**src/rtl/stopwatch_lap_core.sv**
```systemverilog
// MM:SS stopwatch datapath with lap capture/recall, sticky overflow,
// idle display blanking and a multiplexed seven-segment driver.
module stopwatch_lap_core #(
    parameter int unsigned TICK_DIV  = 50_000_000,
    parameter int unsigned SCAN_DIV  = 50_000,
    parameter int unsigned LAP_DEPTH = 4,
    parameter int unsigned IDLE_CYC  = 1_500_000_000
) (
    input  logic                             clk,
    input  logic                             reset,
    input  logic                             start_stop,
    input  logic                             lap,
    input  logic                             recall,
    input  logic                             clear_laps,
    output logic                             running,
    output logic                             overflow,
    output logic [$clog2(LAP_DEPTH+1)-1:0]   lap_count,
    output logic                             viewing,
    output logic [3:0]                       anode,
    output logic [7:0]                       seg
);

    localparam int unsigned TW   = $clog2(TICK_DIV);
    localparam int unsigned SW   = (SCAN_DIV > 1) ? $clog2(SCAN_DIV) : 1;
    localparam int unsigned CW   = $clog2(LAP_DEPTH + 1);
    localparam int unsigned PTRW = (LAP_DEPTH > 1) ? $clog2(LAP_DEPTH) : 1;
    localparam int unsigned IW   = $clog2(IDLE_CYC + 1);

    localparam logic [TW-1:0] TICK_LAST = TW'(TICK_DIV - 1);
    localparam logic [SW-1:0] SCAN_LAST = SW'(SCAN_DIV - 1);
    localparam logic [CW-1:0] DEPTH_C   = CW'(LAP_DEPTH);
    localparam logic [IW-1:0] IDLE_C    = IW'(IDLE_CYC);
    localparam logic [IW-1:0] IDLE_LAST = IW'(IDLE_CYC - 1);

    typedef enum logic {
        MODE_LIVE = 1'b0,
        MODE_VIEW = 1'b1
    } mode_t;

    mode_t           mode_q, mode_d;
    logic [TW-1:0]   presc_q, presc_d;
    logic [3:0]      s1_q, s1_d, s10_q, s10_d, m1_q, m1_d, m10_q, m10_d;
    logic            running_q, running_d;
    logic            overflow_q, overflow_d;
    logic [CW-1:0]   lap_cnt_q, lap_cnt_d;
    logic [PTRW-1:0] ptr_q, ptr_d;
    logic [SW-1:0]   scan_q, scan_d;
    logic [1:0]      idx_q, idx_d;
    logic [IW-1:0]   idle_q, idle_d;
    logic            blanked_q, blanked_d;
    logic [15:0]     laps_q [LAP_DEPTH];

    logic            pulse_any, wake;
    logic            do_clear, do_ss, do_lap, do_rec;
    logic            tick, wrap, lap_we;
    logic [15:0]     live_time, view_time, disp_time;
    logic [3:0]      digit;
    logic            dp_on;

    function automatic logic [6:0] seg7(input logic [3:0] d);
        case (d)
            4'd0:    seg7 = 7'h40;
            4'd1:    seg7 = 7'h79;
            4'd2:    seg7 = 7'h24;
            4'd3:    seg7 = 7'h30;
            4'd4:    seg7 = 7'h19;
            4'd5:    seg7 = 7'h12;
            4'd6:    seg7 = 7'h02;
            4'd7:    seg7 = 7'h78;
            4'd8:    seg7 = 7'h00;
            4'd9:    seg7 = 7'h10;
            default: seg7 = 7'h7F;
        endcase
    endfunction

    assign live_time = {m10_q, m1_q, s10_q, s1_q};

    // Next-state: command decode, prescaler, BCD time, laps, view mode, idle, scan
    always_comb begin
        mode_d     = mode_q;
        presc_d    = presc_q;
        s1_d       = s1_q;
        s10_d      = s10_q;
        m1_d       = m1_q;
        m10_d      = m10_q;
        running_d  = running_q;
        lap_cnt_d  = lap_cnt_q;
        ptr_d      = ptr_q;
        wrap       = 1'b0;
        lap_we     = 1'b0;

        // A pulse that wakes the display is swallowed; otherwise the highest
        // priority pulse wins: clear_laps > start_stop > lap > recall.
        pulse_any = start_stop | lap | recall | clear_laps;
        wake      = blanked_q & pulse_any;
        do_clear  = ~wake & clear_laps;
        do_ss     = ~wake & ~clear_laps & start_stop;
        do_lap    = ~wake & ~clear_laps & ~start_stop & lap;
        do_rec    = ~wake & ~clear_laps & ~start_stop & ~lap & recall;

        tick = running_q && (presc_q == TICK_LAST);

        if (running_q) begin
            presc_d = tick ? '0 : presc_q + TW'(1);
        end

        if (tick) begin
            if (s1_q != 4'd9) begin
                s1_d = s1_q + 4'd1;
            end else begin
                s1_d = '0;
                if (s10_q != 4'd5) begin
                    s10_d = s10_q + 4'd1;
                end else begin
                    s10_d = '0;
                    if (m1_q != 4'd9) begin
                        m1_d = m1_q + 4'd1;
                    end else begin
                        m1_d = '0;
                        if (m10_q != 4'd5) begin
                            m10_d = m10_q + 4'd1;
                        end else begin
                            m10_d = '0;
                            wrap  = 1'b1;
                        end
                    end
                end
            end
        end

        overflow_d = overflow_q | wrap;

        if (do_ss) begin
            running_d = ~running_q;
        end

        if (do_lap) begin
            if (running_q) begin
                if (lap_cnt_q != DEPTH_C) begin
                    lap_we    = 1'b1;
                    lap_cnt_d = lap_cnt_q + CW'(1);
                end
            end else begin
                // Stopped: lap zeroes the time (never coincides with a tick).
                s1_d    = '0;
                s10_d   = '0;
                m1_d    = '0;
                m10_d   = '0;
                presc_d = '0;
            end
        end

        if (do_rec && (lap_cnt_q != '0)) begin
            case (mode_q)
                MODE_LIVE: begin
                    mode_d = MODE_VIEW;
                    ptr_d  = '0;
                end
                MODE_VIEW: begin
                    if ((CW'(ptr_q) + CW'(1)) < lap_cnt_q) begin
                        ptr_d = ptr_q + PTRW'(1);
                    end else begin
                        mode_d = MODE_LIVE;
                    end
                end
                default: mode_d = MODE_LIVE;
            endcase
        end

        if (do_clear) begin
            lap_cnt_d  = '0;
            mode_d     = MODE_LIVE;
            ptr_d      = '0;
            overflow_d = 1'b0;
        end

        blanked_d = blanked_q & ~pulse_any;
        if (pulse_any || running_q) begin
            idle_d = '0;
        end else if (idle_q != IDLE_C) begin
            idle_d = idle_q + IW'(1);
            if (idle_q == IDLE_LAST) begin
                blanked_d = 1'b1;
            end
        end else begin
            idle_d = idle_q;
        end

        if (scan_q == SCAN_LAST) begin
            scan_d = '0;
            idx_d  = idx_q + 2'd1;
        end else begin
            scan_d = scan_q + SW'(1);
            idx_d  = idx_q;
        end
    end

    // State registers with synchronous reset
    always_ff @(posedge clk) begin
        if (reset) begin
            mode_q     <= MODE_LIVE;
            presc_q    <= '0;
            s1_q       <= '0;
            s10_q      <= '0;
            m1_q       <= '0;
            m10_q      <= '0;
            running_q  <= 1'b0;
            overflow_q <= 1'b0;
            lap_cnt_q  <= '0;
            ptr_q      <= '0;
            scan_q     <= '0;
            idx_q      <= '0;
            idle_q     <= '0;
            blanked_q  <= 1'b0;
            for (int unsigned i = 0; i < LAP_DEPTH; i++) begin
                laps_q[i] <= '0;
            end
        end else begin
            mode_q     <= mode_d;
            presc_q    <= presc_d;
            s1_q       <= s1_d;
            s10_q      <= s10_d;
            m1_q       <= m1_d;
            m10_q      <= m10_d;
            running_q  <= running_d;
            overflow_q <= overflow_d;
            lap_cnt_q  <= lap_cnt_d;
            ptr_q      <= ptr_d;
            scan_q     <= scan_d;
            idx_q      <= idx_d;
            idle_q     <= idle_d;
            blanked_q  <= blanked_d;
            for (int unsigned i = 0; i < LAP_DEPTH; i++) begin
                if (lap_we && (lap_cnt_q == CW'(i))) begin
                    laps_q[i] <= live_time;
                end
            end
        end
    end

    // Display: pick source, select digit, encode segments and anode
    always_comb begin
        view_time = '0;
        for (int unsigned i = 0; i < LAP_DEPTH; i++) begin
            if (ptr_q == PTRW'(i)) begin
                view_time = laps_q[i];
            end
        end

        disp_time = (mode_q == MODE_VIEW) ? view_time : live_time;

        case (idx_q)
            2'd0:    digit = disp_time[3:0];
            2'd1:    digit = disp_time[7:4];
            2'd2:    digit = disp_time[11:8];
            default: digit = disp_time[15:12];
        endcase

        dp_on = (idx_q == 2'd2) &&
                ((mode_q == MODE_VIEW) || running_q || (live_time != '0));

        if (blanked_q) begin
            anode = 4'b0000;
            seg   = 8'hFF;
        end else begin
            anode = 4'b0001 << idx_q;
            seg   = {~dp_on, seg7(digit)};
        end
    end

    assign running   = running_q;
    assign overflow  = overflow_q;
    assign lap_count = lap_cnt_q;
    assign viewing   = (mode_q == MODE_VIEW);

endmodule

```
**config.mk**
```make
export PLATFORM = sky130hd
export DESIGN_NAME = stopwatch_lap_core
export DESIGN_NICKNAME = d
export VERILOG_FILES = /design/src/rtl/stopwatch_lap_core.sv
export SDC_FILE = /design/constraint.sdc
export NUM_CORES = 1
export LEC_CHECK = 0
export CAP_MARGIN = 20
export CORE_MARGIN = 10
export CORE_UTILIZATION = 49
export DETAILED_ROUTE_END_ITERATION = 8
export PLACE_DENSITY_LB_ADDON = 0.3
export SYNTH_ARGS = -nofsm -noshare
export SYNTH_HDL_FRONTEND = slang
export SYNTH_SLANG_ARGS = --single-unit
```
**constraint.sdc**
```tcl
create_clock -name clk -period 7.7 [get_ports clk]
set_input_delay 1.54 -clock clk [delete_from_list [all_inputs] [get_ports clk]]
set_output_delay 1.54 -clock clk [all_outputs]
set_load 0.005 [all_outputs]
```
* Yosys cells after proc, flatten, opt, wreduce, memory -nomap -nowiden
Memories as Yosys holds them, arrays and structs flattened.
Index checks and enable logic that the tools add are counted.
** Storage, ports and cells
- Register bits after elaboration :: 100
- RAM bits :: 64
- Bits in read-only memories :: 112
- Input bits :: 6
- Output and inout port bits :: 18
- Word-level logic and storage cells :: 159
- Memories kept :: 2
** Operators by class
- $add $sub $neg :: 11
- $lt $le $gt $ge :: 1
- Eq/ne operators :: 18
- Shifts and indexed selects :: 1
- Multiplexer cells :: 67
- Bitwise gates (word level) :: 25
- Reductions and logical operators :: 20
** Memories
- (name not given) :: words 16, width 7, rd ports 1, clocked after memory_dff 0, wr ports 0, RTL line 61 : case (d)
- laps_q :: words 4, width 16, rd ports 4, clocked after memory_dff 0, wr ports 4, RTL line 51 : logic [15:0] laps_q [LAP_DEPTH];
** Operators by type and width (number)
- $mux 16 :: 9
- $mux 26 :: 4
- $mux 4 :: 23
- $add 31x1->31 const B :: 1
- $eq 31x31->1 const B :: 1
- $ne 31x31->1 const B :: 1
- $add 26x1->26 const B :: 1
- $eq 26x26->1 const B :: 1
- $mux 1 :: 26
- $add 16x1->16 const B :: 1
- $add 4x1->4 const B :: 4
- $eq 16x16->1 const B :: 1
- $reduce_bool 16->1 :: 1
- $pmux 4 s3 :: 1
- $and 1x1->1 :: 9
- $mux 8 :: 1
- $ne 4x3->1 const B :: 2
- $ne 4x4->1 const B :: 2
- $not 1->1 :: 8
- $or 1x1->1 :: 8
- $logic_and 1x1->1 :: 7
- $eq 2x2->1 const B :: 3
- $eq 3x2->1 const B :: 2
- $reduce_or 2->1 :: 3
- other kinds (18) :: 23

* Logic depth before layout (Yosys ltp)
- Depth after elaboration :: 14
- Gate-level depth with buffers :: 13
- Mapped depth without buffers :: 11

* Worst setup path after synthesis
Ideal clock, no wire load.
- Path kind :: reg2out
- Start :: reg ptr_q[0]
- End :: out seg[1]
- Arrival time :: 2544 ps
- Data required time :: 6160 ps
- Setup slack :: 3616 ps
- Stages on the path, launching flop included :: 12
- Buffers on the path :: 1
- Cells stage by stage :: dfxtp_1 inv_1 ha_1 nand2b_1 clkbuf_1 o22ai_1 a221o_1 a32oi_1 inv_1 ha_1 o21a_1 o21ai_0
** Between the ends
- Longest elaborated chain between the ends :: 9
- Elaborated cells between the ends (all ways) :: 12
- Classes of those cells :: eq/ne (3); mux (7); reduce/logical (1); memory (1)
** Ends and longest elaborated chain
- start, declared :: RTL line 46 : logic [PTRW-1:0] ptr_q, ptr_d;
- start signal, assigned :: RTL line 228 : ptr_q <= ptr_d;
- $logic_not 2->1 :: RTL line 245 : if (ptr_q == PTRW'(i)) begin
- $mux 16 (3 in a row) :: RTL line 245
- $mux 16 (*) :: RTL line 245
- $mux 16 (*) :: RTL line 250 : disp_time = (mode_q == MODE_VIEW) ? view_time : live_time;
- $pmux 4 s3 (*) :: RTL line 252 : case (idx_q)
- $mem_v2 16x7 (*)
- $mux 8 (*) :: RTL line 262 : if (blanked_q) begin
- end, declared :: RTL line 20 : output logic [7:0] seg
Every way passes the cells marked *; elsewhere a longest branch is shown, timed or not.

* Final worst setup path
Same ends and word-level chain as after synthesis.

==> impl_metrics.json <==
{
  "core_area_um2": 16600,
  "final_area_um2": 9280,
  "dp_cells": 1085,
  "rsz0062_at_grt": "false",
  "initial_core_util": 0.499,
  "syn-num-nets": 908,
  "peakVddDrop_uv": 167,
  "drive_gt1_frac": 0.0679,
  "portBuffers": 23,
  "grtUsageTotal": 0.162,
  "dr.pass1.iters": 5,
  "clk_latency_ps": 420,
  "h-tree-depth": 4,
  "antenna_found_initial": 0,
  "p_seq_frac": 0.515,
  "cts_root_buf": "clkbuf_16",
  "status": "completed",
  "slew_viol_final": 0,
  "die_h_um": 150,
  "yosysWarnings": 0,
  "stdcell_count": 1119,
  "grt-ovfl-total": 0,
  "drtIter0Drc": 470,
  "regArea_um2": 3920,
  "crit_path_start_kind": "register",
  "synth-seq-cells": 164,
  "max_freq_ghz": 0.173,
  "placedInstanceArea_um2": 8670,
  "syn_to_final_growth_pct": 12.1,
  "final.setup.tns_ps": 0,
  "clock_path_buffers": 2,
  "wl_um": 18100,
  "post-route-drc-count": 0,
  "yosysSeqAreaShare": 0.474,
  "via_per_inst": 5.58,
  "gp_congestion": 0.904,
  "ff2ff_path_depth": 6,
  "setup_ws_ps": 1940,
  "final_common_cell": "nor2_1",
  "clk_pin_slew_ps": 70,
  "die_w_um": 150,
  "avgSynthCellArea_um2": 9.42,
  "power.density_nw_per_um2": 193,
  "setup_viol": 0,
  "period_share": 0.749,
  "grt_pass1_wl_um": 29300,
  "synthCells": 879,
  "crit_path_end_kind": "output pin",
  "placementRows": 47,
  "postRouteAntennaNets": 0,
  "r2r_slack_ps": 5150,
  "fin_skew_ps": 9.54,
  "synth_ff_type": "dfxtp_1",
  "synth.top_cells.by_area": "dfxtp_1 24%, edfxtp_1 23%, nor2_1 5.2%, xor2_1 4.8%, and2_1 4.2%",
  "antenna_cells": 0,
  "cts_setup_buffers": 0,
  "hold_viol_final": 0,
  "cp_max_fo": 23,
  "fin_util": 0.560,
  "dieArea_um2": 22500,
  "switching_share": 0.213,
  "grt_pass1_vias": 5724,
  "ioPinCount": 24,
  "switching_power_mw": 0.382,
  "combPwrFrac": 0.022,
  "p_leak_nw": 3.19,
  "worst_pin_slew_ps": 964,
  "yosysUniqueCellTypes": 65,
  "drv_cap": 0,
  "nFillCells": 1510,
  "arrival_ps": 4220,
  "cts_inserted_buffers": 17,
  "cts_tree": "yes",
  "ctsResizeCount": 0,
  "p_int_mw": 1.41,
  "synth_edf_count": 64,
  "dp.final_hpwl_um": 12600,
  "syn_area_um2": 8280,
  "layout_common_cells": "115 x nor2_1, 100 x dfxtp_1, 64 x edfxtp_1",
  "layout_min_cycle_time_ps": 5760,
  "synthArstFlopShare": 0,
  "path_class": "register to output pin",
  "grt_max_degree": 43,
  "num_vias": 6241,
  "cts_hold_buf": 0,
  "nets": 915,
  "min_path_type": "register to register",
  "synth_area_leader_cell": "dfxtp_1",
  "relSlewSlack": 0.352,
  "hold_depth": 1,
  "worstPathRequired_ps": 6160,
  "synth_top_area_share": 0.242,
  "multiInputGateArea_um2": 4050,
  "clock_sinks": 164,
  "routedWlPerCell_um": 16.2,
  "clkPwrFrac": 0.463,
  "dpl_worst_slack_ps": 2430
}
==> worst paths after layout <==
kind | startpoint | end
max | ptr_q[0]$_SDFFE_PP0P_ | seg[1]
min | scan_q[0]$_SDFF_PP0_ | scan_q[0]$_SDFF_PP0_
max reg2reg | presc_q[3]$_SDFF_PP0_ | s10_q[1]$_SDFF_PP0_
min reg2reg | scan_q[0]$_SDFF_PP0_ | scan_q[0]$_SDFF_PP0_
==> Yosys cell counts, drive strengths merged, types with 9 or more instances <==
library cell and n:
nand2b 11, nand3 42, a21oi 18, nor3 16, edfxtp 64, dfxtp 100, inv 29, and3 12
nand4 27, nor4 32, xor2 45, nand2 62, xnor2 32, o21bai 9, clkbuf 35, and2 55
nor2 115, buf 12, o21ai 20, ha 23, nor2b 17
==> state kept, by name (all words and copies together) (netlist names), 3 cells and up <==
register	flops
laps_q	64
idle_q	31
presc_q	26
scan_q	16
m10_q	4
m1_q	4
s10_q	4
s1_q	4
lap_count	3
==> through the flow <==
stage | hold slack [ps] | total power [mW]
finish | 470 | 1.79
global route | 505 | 1.85
CTS | 480 | 1.81
detailed placement | 465 | 0.982
global placement | 448 | 0.982
floorplan | 430 | 0.964
==> kinds of logic after synthesis <==
group	count (synthesis)	synth area share
AO/OA/AOI/OAI	105	0.0916
adder cells (fa/ha/maj)	23	0.0347
XOR/XNOR	77	0.0814
multiplexers	6	0.00725
buffers and inverters	76	0.0367
AND/OR/NAND/NOR	428	0.275
flip-flops	164	0.474
==> power by group through the flow <==
stage	registers, mW	logic [mW]	clock network, mW
6_report	0.924	0.0395	0.830
4_1_cts	0.924	0.0395	0.846
3_3_place_gp	0.943	0.0387	0
5_1_grt	0.925	0.0435	0.881
3_5_place_dp	0.943	0.0394	0
2_1_floorplan	0.937	0.0265	0
==> critical path: stages (launching register included) <==
cell and delay [ps]:
dfxtp_1 430, ha_1 680, nand2b_1 420, o22ai_1 140, a221o_1 370, a32oi_1 430, inv_1 130, ha_1 310
o21a_1 190, o21ai_0 160, clkdlybuf4s50_1 530
==> layout make-up <==
type,count,share of cell area
Clock buffer,23,0.0526
Clock inverter,9,0.0102
Inverter,29,0.0117
Multi-Input combinational cell,639,0.437
Sequential cell,164,0.423
Tap cell,220,0.0297
Timing Repair Buffer,35,0.0364
==> layer usage <==
layer  track usage  wire, µm  up-vias
li1              -         -     3131
met1         0.223      8770     2950
met2         0.249      8170      138
met3        0.0287       858       22
met4        0.0569       286        0
met5             0         0        -
Note: power is estimated with default switching activity, not from simulation.
